==> src/rtl/sum_serial_tx.sv <==
// sum_serial_tx: FIFO-buffered 5-bit word serializer with start/parity/stop framing
module sum_serial_tx #(
  parameter int DEPTH   = 4,
  parameter int BIT_DIV = 4
) (
  input  logic                     clk,
  input  logic                     rst,
  input  logic [4:0]               c_i,
  input  logic                     c_valid_i,
  output logic                     c_ready_o,
  output logic                     ser_o,
  output logic                     busy_o,
  output logic [$clog2(DEPTH):0]   level_o,
  output logic                     overflow_o
);
  localparam int AW = $clog2(DEPTH);
  typedef enum logic [2:0] {IDLE, START, DATA, PARITY, STOP} state_t;
  state_t          state_q, state_d;
  logic [4:0]      mem_q [DEPTH];
  logic [AW-1:0]   wr_q, rd_q;
  logic [AW:0]     level_q, level_d;
  logic [7:0]      div_q, div_d;
  logic [2:0]      idx_q, idx_d;
  logic [4:0]      sh_q, sh_d;
  logic            par_q, par_d, ser_q, ser_d, ovf_q, ovf_d;
  logic            push, pop, tick;
  assign c_ready_o  = !rst && (level_q < (AW+1)'(DEPTH));
  assign push       = c_valid_i && c_ready_o;
  assign tick       = div_q == 8'(BIT_DIV - 1);
  assign pop        = (level_q != '0) && (state_q == IDLE || (state_q == STOP && tick));
  assign level_d    = level_q + (AW+1)'(push) - (AW+1)'(pop);
  assign ovf_d      = ovf_q || (c_valid_i && !c_ready_o);
  assign ser_o      = ser_q;
  assign busy_o     = state_q != IDLE;
  assign level_o    = level_q;
  assign overflow_o = ovf_q;
  // FIFO storage: write accepted words at the tail
  always_ff @(posedge clk) begin
    if (push) mem_q[wr_q] <= c_i;
  end
  // frame sequencer: load head on pop, advance one bit every BIT_DIV cycles
  always_comb begin
    state_d = state_q;
    div_d   = (state_q == IDLE || tick) ? '0 : div_q + 8'd1;
    idx_d   = idx_q;
    sh_d    = sh_q;
    par_d   = par_q;
    ser_d   = ser_q;
    if (pop) begin
      state_d = START;
      ser_d   = 1'b0;
      sh_d    = mem_q[rd_q];
      par_d   = ^mem_q[rd_q];
      idx_d   = '0;
    end else if (tick) begin
      case (state_q)
        START: begin
          state_d = DATA;
          ser_d   = sh_q[0];
          sh_d    = sh_q >> 1;
        end
        DATA: begin
          if (idx_q == 3'd4) state_d = PARITY;
          ser_d = (idx_q == 3'd4) ? par_q : sh_q[0];
          sh_d  = sh_q >> 1;
          idx_d = idx_q + 3'd1;
        end
        PARITY: begin
          state_d = STOP;
          ser_d   = 1'b1;
        end
        STOP: begin
          state_d = IDLE;
          ser_d   = 1'b1;
        end
        default: ;
      endcase
    end
  end
  // state registers; reset drops any frame in flight and empties the FIFO
  always_ff @(posedge clk) begin
    if (rst) begin
      state_q <= IDLE;
      wr_q    <= '0;
      rd_q    <= '0;
      level_q <= '0;
      div_q   <= '0;
      idx_q   <= '0;
      sh_q    <= '0;
      par_q   <= 1'b0;
      ser_q   <= 1'b1;
      ovf_q   <= 1'b0;
    end else begin
      state_q <= state_d;
      wr_q    <= wr_q + AW'(push);
      rd_q    <= rd_q + AW'(pop);
      level_q <= level_d;
      div_q   <= div_d;
      idx_q   <= idx_d;
      sh_q    <= sh_d;
      par_q   <= par_d;
      ser_q   <= ser_d;
      ovf_q   <= ovf_d;
    end
  end
endmodule

==> config.mk <==
export PLATFORM = sky130hd
export DESIGN_NAME = sum_serial_tx
export DESIGN_NICKNAME = d
export VERILOG_FILES = /design/src/rtl/sum_serial_tx.sv
export SDC_FILE = /design/constraint.sdc
export NUM_CORES = 1
export LEC_CHECK = 0
export ABC_CLOCK_PERIOD_IN_PS = 3400
export BUFFER_PORTS_ARGS = -buffer_cell sky130_fd_sc_hd__buf_4
export CORE_MARGIN = 5
export CORE_UTILIZATION = 59
export DETAILED_ROUTE_END_ITERATION = 10
export GPL_TIMING_DRIVEN = 0
export PLACE_DENSITY = 0.74
export SLEW_MARGIN = 0
export SYNTH_ARGS = -nofsm -noshare
export SYNTH_HDL_FRONTEND = slang
export SYNTH_SLANG_ARGS = --single-unit
==> constraint.sdc <==
create_clock -name clk -period 3.4 [get_ports clk]
set_input_delay 0.34 -clock clk [delete_from_list [all_inputs] [get_ports clk]]
set_output_delay 0.34 -clock clk [all_outputs]
set_load 0.05 [all_outputs]
==> load_flow_metrics.sql, run 1 <==
INSERT INTO impl_metrics (metric_group, metric, value, unit) VALUES
('timing', 'grt_setup_unrepaired', 'false', ''),
('global_routing', 'antenna_found_initial', '0', ''),
('timing', 'period_needed', '2.77', 'ns'),
('logic_synthesis', 'number_of_synthesized_flops_with_an_enable_pin', '20', ''),
('global_routing', 'met1_usage', '22.6', '%'),
('logic_synthesis', 'synth.top_cells.by_count', '29 x sky130_fd_sc_hd__dfxtp_1, 26 x sky130_fd_sc_hd__nor2_1, 20 x sky130_fd_sc_hd__edfxtp_1', ''),
('cts', 'post_cts.resized_instances', '0', ''),
('worst_setup_path', 'timing.critical_path.to', 'level_o[2]', ''),
('final_layout', 'post-route-util', '67.7', '%'),
('timing', 'timing.final.setup_violations', '0', ''),
('global_routing', 'grt_most_used_layer', 'met2', ''),
('logic_synthesis', 'syn_area', '2190', 'um2'),
('cts', 'root_buffer', 'sky130_fd_sc_hd__clkbuf_8', ''),
('worst_setup_path', 'timing.critical_path.from', 'div_q[0]', ''),
('worst_setup_path', 'critPathArrivalTime', '2.95', 'ns'),
('timing', 'timing.final.max_slew_violations', '0', ''),
('worst_setup_path', 'timing.critical_path.slowest_cell_delay', '0.49', 'ns'),
('worst_setup_path', 'highest_fanout_seen_on_the_critical_path', '9', ''),
('status', 'status', 'finished clean', ''),
('logic_synthesis', 'fraction_of_synthesis_flops_using_an_asynchronous_set_or_reset_pin', '0', '%'),
('placement', 'place_congestion', '0.784', ''),
('final_layout', 'final_layout_size_suffix_gt1_share', '18.4', '%'),
('cts', 'post_cts_setup_inserts', '0', ''),
('logic_synthesis', 'synth_most_common_cell', 'sky130_fd_sc_hd__dfxtp_1', ''),
('logic_synthesis', 'synth-warning-count', '0', ''),
('timing', 'maximum_clock_frequency', '361', 'MHz'),
('worst_setup_path', 'setup.worst_path.start_class', 'flop', ''),
('cts', 'clk_lat_worst_skew', '0.30', 'ns'),
('final_layout', 'antennaDiodeCount', '0', ''),
('timing', 'totalNegativeSetupSlack', '0', 'ns'),
('global_routing', 'grt.met3_usage', '4.69', '%'),
('floorplan', 'design.core.area', '3630', 'um2'),
('worst_setup_path', 'critical-path-slowest-cell', 'sky130_fd_sc_hd__or4_4', ''),
('worst_setup_path', 'crit_family', 'simple AND/OR/NAND/NOR gates', ''),
('timing', 'finClkSkew', '0.00842', 'ns'),
('placement', 'dp_hpwl', '2.94', 'mm'),
('cts', 'post_cts_hold_buffer_count', '0', ''),
('routing', 'wl_per_cell', '15.1', 'um'),
('placement', 'port_buffers', '14', ''),
('worst_setup_path', 'worst-endpoint-required', '3.58', 'ns'),
('floorplan', 'ioPinCount', '15', ''),
('cts', 'cts_made_buffers', '5', ''),
('worst_setup_path', 'worstPathBufferInverterCount', '2', ''),
('global_routing', 'grt_util_met2', '27.8', '%'),
('timing', 'report.final.hold_viol_count', '0', ''),
('routing', 'routed_wl', '3.93', 'mm'),
('logic_synthesis', 'syn-mean-instance-area', '11.5', 'um2'),
('logic_synthesis', 'yosysSeqAreaShare', '54.0', '%'),
('routing', 'route.detailed.vias_per_inst', '5.33', ''),
('cts', 'clk_pin_slew_worst_paths', '0.08', 'ns'),
('worst_setup_path', 'setup.worst_path.end_class', 'flop', ''),
('floorplan', 'die_height', '70.9', 'um'),
('power_and_ir_drop', 'powerDensity', '762', 'nW/um2'),
('cts', 'clock_sinks', '49', ''),
('power_and_ir_drop', 'irDropWorstVdd', '0.542', 'mV'),
('logic_synthesis', 'yosysUniqueCellTypes', '39', ''),
('final_layout', 'filler_cell_count_in_the_final_layout', '293', ''),
('timing', 'tightest_slew', '0.924', 'ns'),
('floorplan', 'floorplan.die.width', '70.9', 'um'),
('timing', 'slew_headroom', '37.7', '%'),
('routing', 'ant_nets', '0', ''),
('cts', 'cts_tree', 'yes', ''),
('worst_setup_path', 'r2r_cells', '11', ''),
('logic_synthesis', 'number_of_standard_cells_after_synthesis', '190', ''),
('routing', 'route.vias.total', '1386', ''),
('final_layout', 'finalNetCount', '226', ''),
('cts', 'clk_path_buf_depth', '2', ''),
('worst_setup_path', 'crit_cells', '11', ''),
('logic_synthesis', 'postSynth.topFlopCell', 'sky130_fd_sc_hd__dfxtp_1', ''),
('final_layout', 'areaGrowthSynthToFinish', '12.5', '%'),
('floorplan', 'core.rowCount', '22', '');
## area by class of cell
cell class              instances  area, um2  area share [%]
well taps                      48       60.1            2.44
clock buffers                   6       72.6            2.95
inverters                       8       35.0            1.42
plain buffers                  10       62.6            2.54
clock inverters                 2       35.0            1.42
flip-flops and latches         49       1180            48.0
repair buffers                 14        105            4.27
multi-input cells             123        907            36.9
## worst register-to-register path, delay by kind of cell (launching register included)
kind,cells,cell delay (ns)
simple gates,3,0.85
fa+ha+maj,3,0.78
xor+xnor,2,0.32
buf+inv,2,0.21
flops,1,0.38
compound gates,1,0.12
## how the worst min path moves through the flow
stage / startpoint / endpoint / slack, ns / cells past startpoint
floorplan: rst / rd_q[0] / 0.41 / 1
global placement: div_q[0] / div_q[0] / 0.44 / 1
detailed placement: par_q / par_q / 0.45 / 2
CTS: rst / rd_q[0] / 0.23 / 2
global route: c_i[4] / mem_q[0][4] / 0.21 / 1
finish: rst / rd_q[0] / 0.23 / 2
## flip-flops by register name, summed over array words and instances, names as in the netlist
register / count
idx_q: 3
wr_q: 2
mem_q: 20
par_q: 1
ser_o: 1
state_q: 3
div_q: 8
sh_q: 5
overflow_o: 1
level_o: 3
rd_q: 2
## cells in the final DEF, fill, tap and decap left out, types with 2 or more instances in the layout
cell type,synthesis,routed
sky130_fd_sc_hd__and3_1,2,2
sky130_fd_sc_hd__o21ai_0,3,3
sky130_fd_sc_hd__nor2b_1,4,4
sky130_fd_sc_hd__mux2i_1,3,3
sky130_fd_sc_hd__clkbuf_8,0,5
sky130_fd_sc_hd__a311oi_1,5,5
sky130_fd_sc_hd__nand2_2,3,3
sky130_fd_sc_hd__nand2_1,14,14
sky130_fd_sc_hd__clkbuf_1,7,8
sky130_fd_sc_hd__inv_1,7,7
sky130_fd_sc_hd__a21oi_1,5,5
sky130_fd_sc_hd__nor3_1,6,6
sky130_fd_sc_hd__dfxtp_1,29,29
sky130_fd_sc_hd__xnor2_1,10,10
sky130_fd_sc_hd__nor3b_1,2,2
sky130_fd_sc_hd__edfxtp_1,20,20
sky130_fd_sc_hd__xor2_1,7,7
sky130_fd_sc_hd__ha_1,6,6
sky130_fd_sc_hd__nand3_1,6,6
sky130_fd_sc_hd__buf_4,0,14
sky130_fd_sc_hd__nor2_1,26,26
sky130_fd_sc_hd__and2_1,2,2
sky130_fd_sc_hd__mux4_2,5,5
## stage by stage
stage	std cells	total power, mW	setup WS (ns)	instance area [um2]	hold WS, ns
after global placement	252	1.45	0.675	2350	0.443
after detailed placement	252	1.49	0.625	2350	0.452
after CTS	260	1.89	0.604	2460	0.227
after global routing	260	1.99	0.452	2460	0.214
final	260	1.87	0.628	2460	0.232
after floorplan	190	1.32	0.704	2190	0.412
## cell families after synthesis
family                     count (synthesis)  synth area share, %
muxes                                      8                 6.53
and+or+nand+nor                           72                 16.7
xor gates and xnor gates                  18                 7.84
buffers and inverters                     18                 4.47
AOI/OAI and AO/OA                         18                 6.07
adders and majority gates                  7                 4.35
DFF                                       49                 54.0
## where the power goes
group | leakage [nW] | switching, mW | internal, mW
Clock | 0.0552 | 0.182 | 0.218
Combinational | 0.451 | 0.408 | 0.317
Sequential | 0.418 | 0.0564 | 0.693
Total | 0.924 | 0.646 | 1.23
## layer usage
metal	vias up	part of all wire, %
met5	-	0
met4	0	1.3
li1	698	-
met1	665	45
met3	7	2.8
met2	16	50
No activity file was read; power rests on OpenSTA's default activity.
==> inputs of run 2 (changes only) <==
Settings changed: ABC_AREA from default to 1, ABC_CLOCK_PERIOD_IN_PS 3400 to 2800.
Clock period 3.4 ns to 2.8 ns, I/O delays scaled along.
==> load_flow_metrics.sql, run 2 <==
INSERT INTO impl_metrics (metric_group, metric, value, unit) VALUES
('status', 'status', 'finished clean', ''),
('worst_setup_path', 'timing.critical_path.slowest_cell_delay', '0.37', 'ns'),
('final_layout', 'max_flop_register', 'mem_q', ''),
('final_layout', 'most_common_cell_after_layout_fill_and_taps_aside', 'sky130_fd_sc_hd__nand2_1', ''),
('worst_hold_path', 'hp-class', 'in -> reg', ''),
('timing', 'tightest_slew', '0.779', 'ns'),
('logic_synthesis', 'yosysSeqAreaShare', '51.1', '%'),
('routing', 'route.detailed.vias_per_inst', '5.16', ''),
('timing', 'period_share', '86.8', '%'),
('global_routing', 'met1_usage', '23.9', '%'),
('power_and_ir_drop', 'irDropWorstVdd', '0.553', 'mV'),
('routing', 'routed_wl', '4.13', 'mm'),
('cts', 'root_buffer', 'sky130_fd_sc_hd__clkbuf_8', ''),
('final_layout', 'finalNetCount', '311', ''),
('worst_setup_path', 'critPathArrivalTime', '2.62', 'ns'),
('logic_synthesis', 'number_of_synthesized_flops_with_an_enable_pin', '20', ''),
('global_routing', 'grt_overflow_total', '0', ''),
('worst_setup_path', 'setup.worst_path.end_class', 'flop', ''),
('final_layout', 'finish.instance_area', '2620', 'um2'),
('logic_synthesis', 'syn_area', '2310', 'um2'),
('final_layout', 'largest_registers', 'mem_q (20), div_q (8), sh_q (5)', ''),
('worst_setup_path', 'worst-endpoint-required', '2.99', 'ns'),
('logic_synthesis', 'synth.top_cells.by_count', '70 x sky130_fd_sc_hd__nand2_1, 34 x sky130_fd_sc_hd__inv_1, 29 x sky130_fd_sc_hd__dfxtp_1', ''),
('cts', 'cts_max_level', '2', ''),
('floorplan', 'core.rowCount', '22', ''),
('timing', 'grt_setup_unrepaired', 'false', ''),
('global_routing', 'wire_length_of_the_first_global_routing_pass', '7.00', 'mm'),
('final_layout', 'final_layout_size_suffix_gt1_share', '13.5', '%'),
('worst_setup_path', 'worstPathBufferInverterCount', '2', ''),
('worst_setup_path', 'crit_cells', '12', ''),
('worst_setup_path', 'highest_fanout_seen_on_the_critical_path', '10', ''),
('global_routing', 'first_global_vias', '1578', ''),
('worst_setup_path', 'cell_breakdown_of_the_critical_path', 'ha_1, nand2_1, nor2_4, o21ai_4, buf_6, xor2_1, ha_1, inv_1, fa_1, xor2_1, o21ai_0, a21oi_1', ''),
('cts', 'cts_tree', 'yes', ''),
('cts', 'clock_sinks', '49', ''),
('logic_synthesis', 'postSynth.topFlopCell', 'sky130_fd_sc_hd__dfxtp_1', ''),
('worst_setup_path', 'crit_family', 'adder cells', ''),
('timing', 'timing.final.setup_violations', '0', ''),
('cts', 'post_cts_setup_inserts', '0', ''),
('global_routing', 'antenna_found_initial', '0', ''),
('logic_synthesis', 'synth_largest_area_cell', 'sky130_fd_sc_hd__edfxtp_1', ''),
('worst_hold_path', 'hold_path_depth', '1', ''),
('global_routing', 'grt_max_degree', '16', ''),
('floorplan', 'floorplan.die.width', '72.6', 'um'),
('floorplan', 'design.core.area', '3740', 'um2'),
('power_and_ir_drop', 'clock_power_share', '24.5', '%'),
('logic_synthesis', 'synth_top_area_share', '26.0', '%'),
('worst_setup_path', 'setup.worst_path.class', 'reg -> reg', ''),
('placement', 'port_buffers', '14', ''),
('power_and_ir_drop', 'total_switching_power', '881', 'uW'),
('cts', 'post_cts_hold_buffer_count', '0', ''),
('routing', 'drt_pass1_iterations', '5', ''),
('final_layout', 'largest_register_ff_count', '20', ''),
('timing', 'totalNegativeSetupSlack', '0', 'ns'),
('global_routing', 'grt_util_met2', '25.9', '%'),
('worst_setup_path', 'critical-path-slowest-cell', 'sky130_fd_sc_hd__fa_1', ''),
('timing', 'finClkSkew', '0.00479', 'ns'),
('cts', 'clk_pin_slew_worst_paths', '0.09', 'ns'),
('routing', 'route.vias.total', '1780', ''),
('timing', 'slew_headroom', '47.7', '%'),
('routing', 'wl_per_cell', '12.0', 'um'),
('routing', 'drc', '0', ''),
('placement', 'dp_hpwl', '2.96', 'mm'),
('cts', 'clk_path_buf_depth', '2', ''),
('power_and_ir_drop', 'cellInternalPower', '1.51', 'mW'),
('power_and_ir_drop', 'combPwrFrac', '37.1', '%'),
('logic_synthesis', 'syn_nets', '290', ''),
('cts', 'post_cts.resized_instances', '0', ''),
('logic_synthesis', 'yosysUniqueCellTypes', '30', ''),
('logic_synthesis', 'syn-mean-instance-area', '8.41', 'um2'),
('global_routing', 'global_route.usage.total', '16.8', '%'),
('global_routing', 'grt_most_used_layer', 'met2', ''),
('cts', 'cts_made_buffers', '5', ''),
('timing', 'maximum_clock_frequency', '412', 'MHz'),
('worst_setup_path', 'r2r_cells', '12', ''),
('logic_synthesis', 'synth-warning-count', '0', ''),
('logic_synthesis', 'synth.ff_latch_count', '49', ''),
('power_and_ir_drop', 'netSwitchingFraction', '36.8', '%'),
('timing', 'report.final.hold_viol_count', '0', ''),
('worst_setup_path', 'setup.worst_path.start_class', 'flop', ''),
('floorplan', 'initial_core_util', '61.8', '%'),
('final_layout', 'most_frequent_cells_in_the_layout', '70 x sky130_fd_sc_hd__nand2_1, 34 x sky130_fd_sc_hd__inv_1, 29 x sky130_fd_sc_hd__dfxtp_1', ''),
('power_and_ir_drop', 'share_seq_of_total_power', '38.4', '%'),
('logic_synthesis', 'number_of_standard_cells_after_synthesis', '275', ''),
('run', 'max_cap_violations', '0', ''),
('routing', 'detail_route.iter0.violations', '104', ''),
('placement', 'place_congestion', '0.771', ''),
('global_routing', 'grt.met3_usage', '3.58', '%'),
('final_layout', 'antennaDiodeCount', '0', ''),
('timing', 'timing.final.max_slew_violations', '0', ''),
('logic_synthesis', 'fraction_of_synthesis_flops_using_an_asynchronous_set_or_reset_pin', '0', '%'),
('logic_synthesis', 'yosys-top-cells-area', 'sky130_fd_sc_hd__edfxtp_1 26%, sky130_fd_sc_hd__dfxtp_1 25%, sky130_fd_sc_hd__nand2_1 11%', ''),
('floorplan', 'ioPinCount', '15', ''),
('floorplan', 'die_footprint', '5270', 'um2'),
('logic_synthesis', 'synth_most_common_cell', 'sky130_fd_sc_hd__nand2_1', ''),
('final_layout', 'areaGrowthSynthToFinish', '13.0', '%'),
('floorplan', 'die_height', '72.6', 'um'),
('timing', 'period_needed', '2.43', 'ns'),
('cts', 'clk_lat_worst_skew', '0.30', 'ns'),
('placement', 'placed_area', '2480', 'um2'),
('routing', 'ant_nets', '0', ''),
('power_and_ir_drop', 'powerDensity', '916', 'nW/um2'),
('power_and_ir_drop', 'leakage', '1.13', 'nW'),
('power_and_ir_drop', 'finalPower', '2.39', 'mW');
[run 2: area by class of cell]
cell class / instances / area (um2)
Multi-Input combinational cell: 182 / 947
Clock inverter: 3 / 65.1
Clock buffer: 5 / 68.8
Sequential cell: 49 / 1180
Tap cell: 48 / 60.1
Fill cell: 322 / 1130
Timing Repair Buffer: 14 / 105
Inverter: 39 / 146
Buffer: 5 / 41.3
[run 2: stage by stage]
step	hold slack [ns]	setup slack (ns)	instances	util, %
2_1_floorplan	0.379	0.278	275	-
3_3_place_gp	0.435	0.403	337	66.3
3_5_place_dp	0.445	0.388	337	66.3
4_1_cts	0.170	0.364	345	69.9
5_1_grt	0.167	0.164	345	69.9
6_report	0.176	0.371	345	69.9
[run 2: final timing paths]
path            start          end  slack [ns]
min            c_i[1]  mem_q[0][1]        0.18
max reg2reg  div_q[0]   level_o[2]        0.37
min reg2reg  div_q[0]     div_q[0]        0.45
max          div_q[0]   level_o[2]        0.37
[run 2: cells by family (layout without fill, tap and decap cells)]
family / after synthesis / after routing / synth area share [%]
and+or+nand+nor: 139 / 139 / 27.3
buffers and inverters: 44 / 66 / 8.11
adders and majority gates: 7 / 7 / 4.11
DFF: 49 / 49 / 51.1
xor gates and xnor gates: 6 / 6 / 2.27
AOI/OAI and AO/OA: 30 / 30 / 7.19
[run 2: power groups by stage]
stage               sequential [mW]  combinational, mW  clock [mW]
finish                        0.920              0.887       0.587
detailed placement            0.937              0.890           0
global route                  0.934               1.01       0.629
CTS                           0.921              0.893       0.601
floorplan                      1.01              0.613           0
global placement              0.935              0.870           0
[run 2: routing by layer]
layer  part of all wire (%)  vias up  routed length (um)
met5                      0        -                   0
met4                    1.3        0                  52
met3                    4.3        7                 179
met2                     45       26                1860
met1                     49      807                2040
li1                       -      940                   -
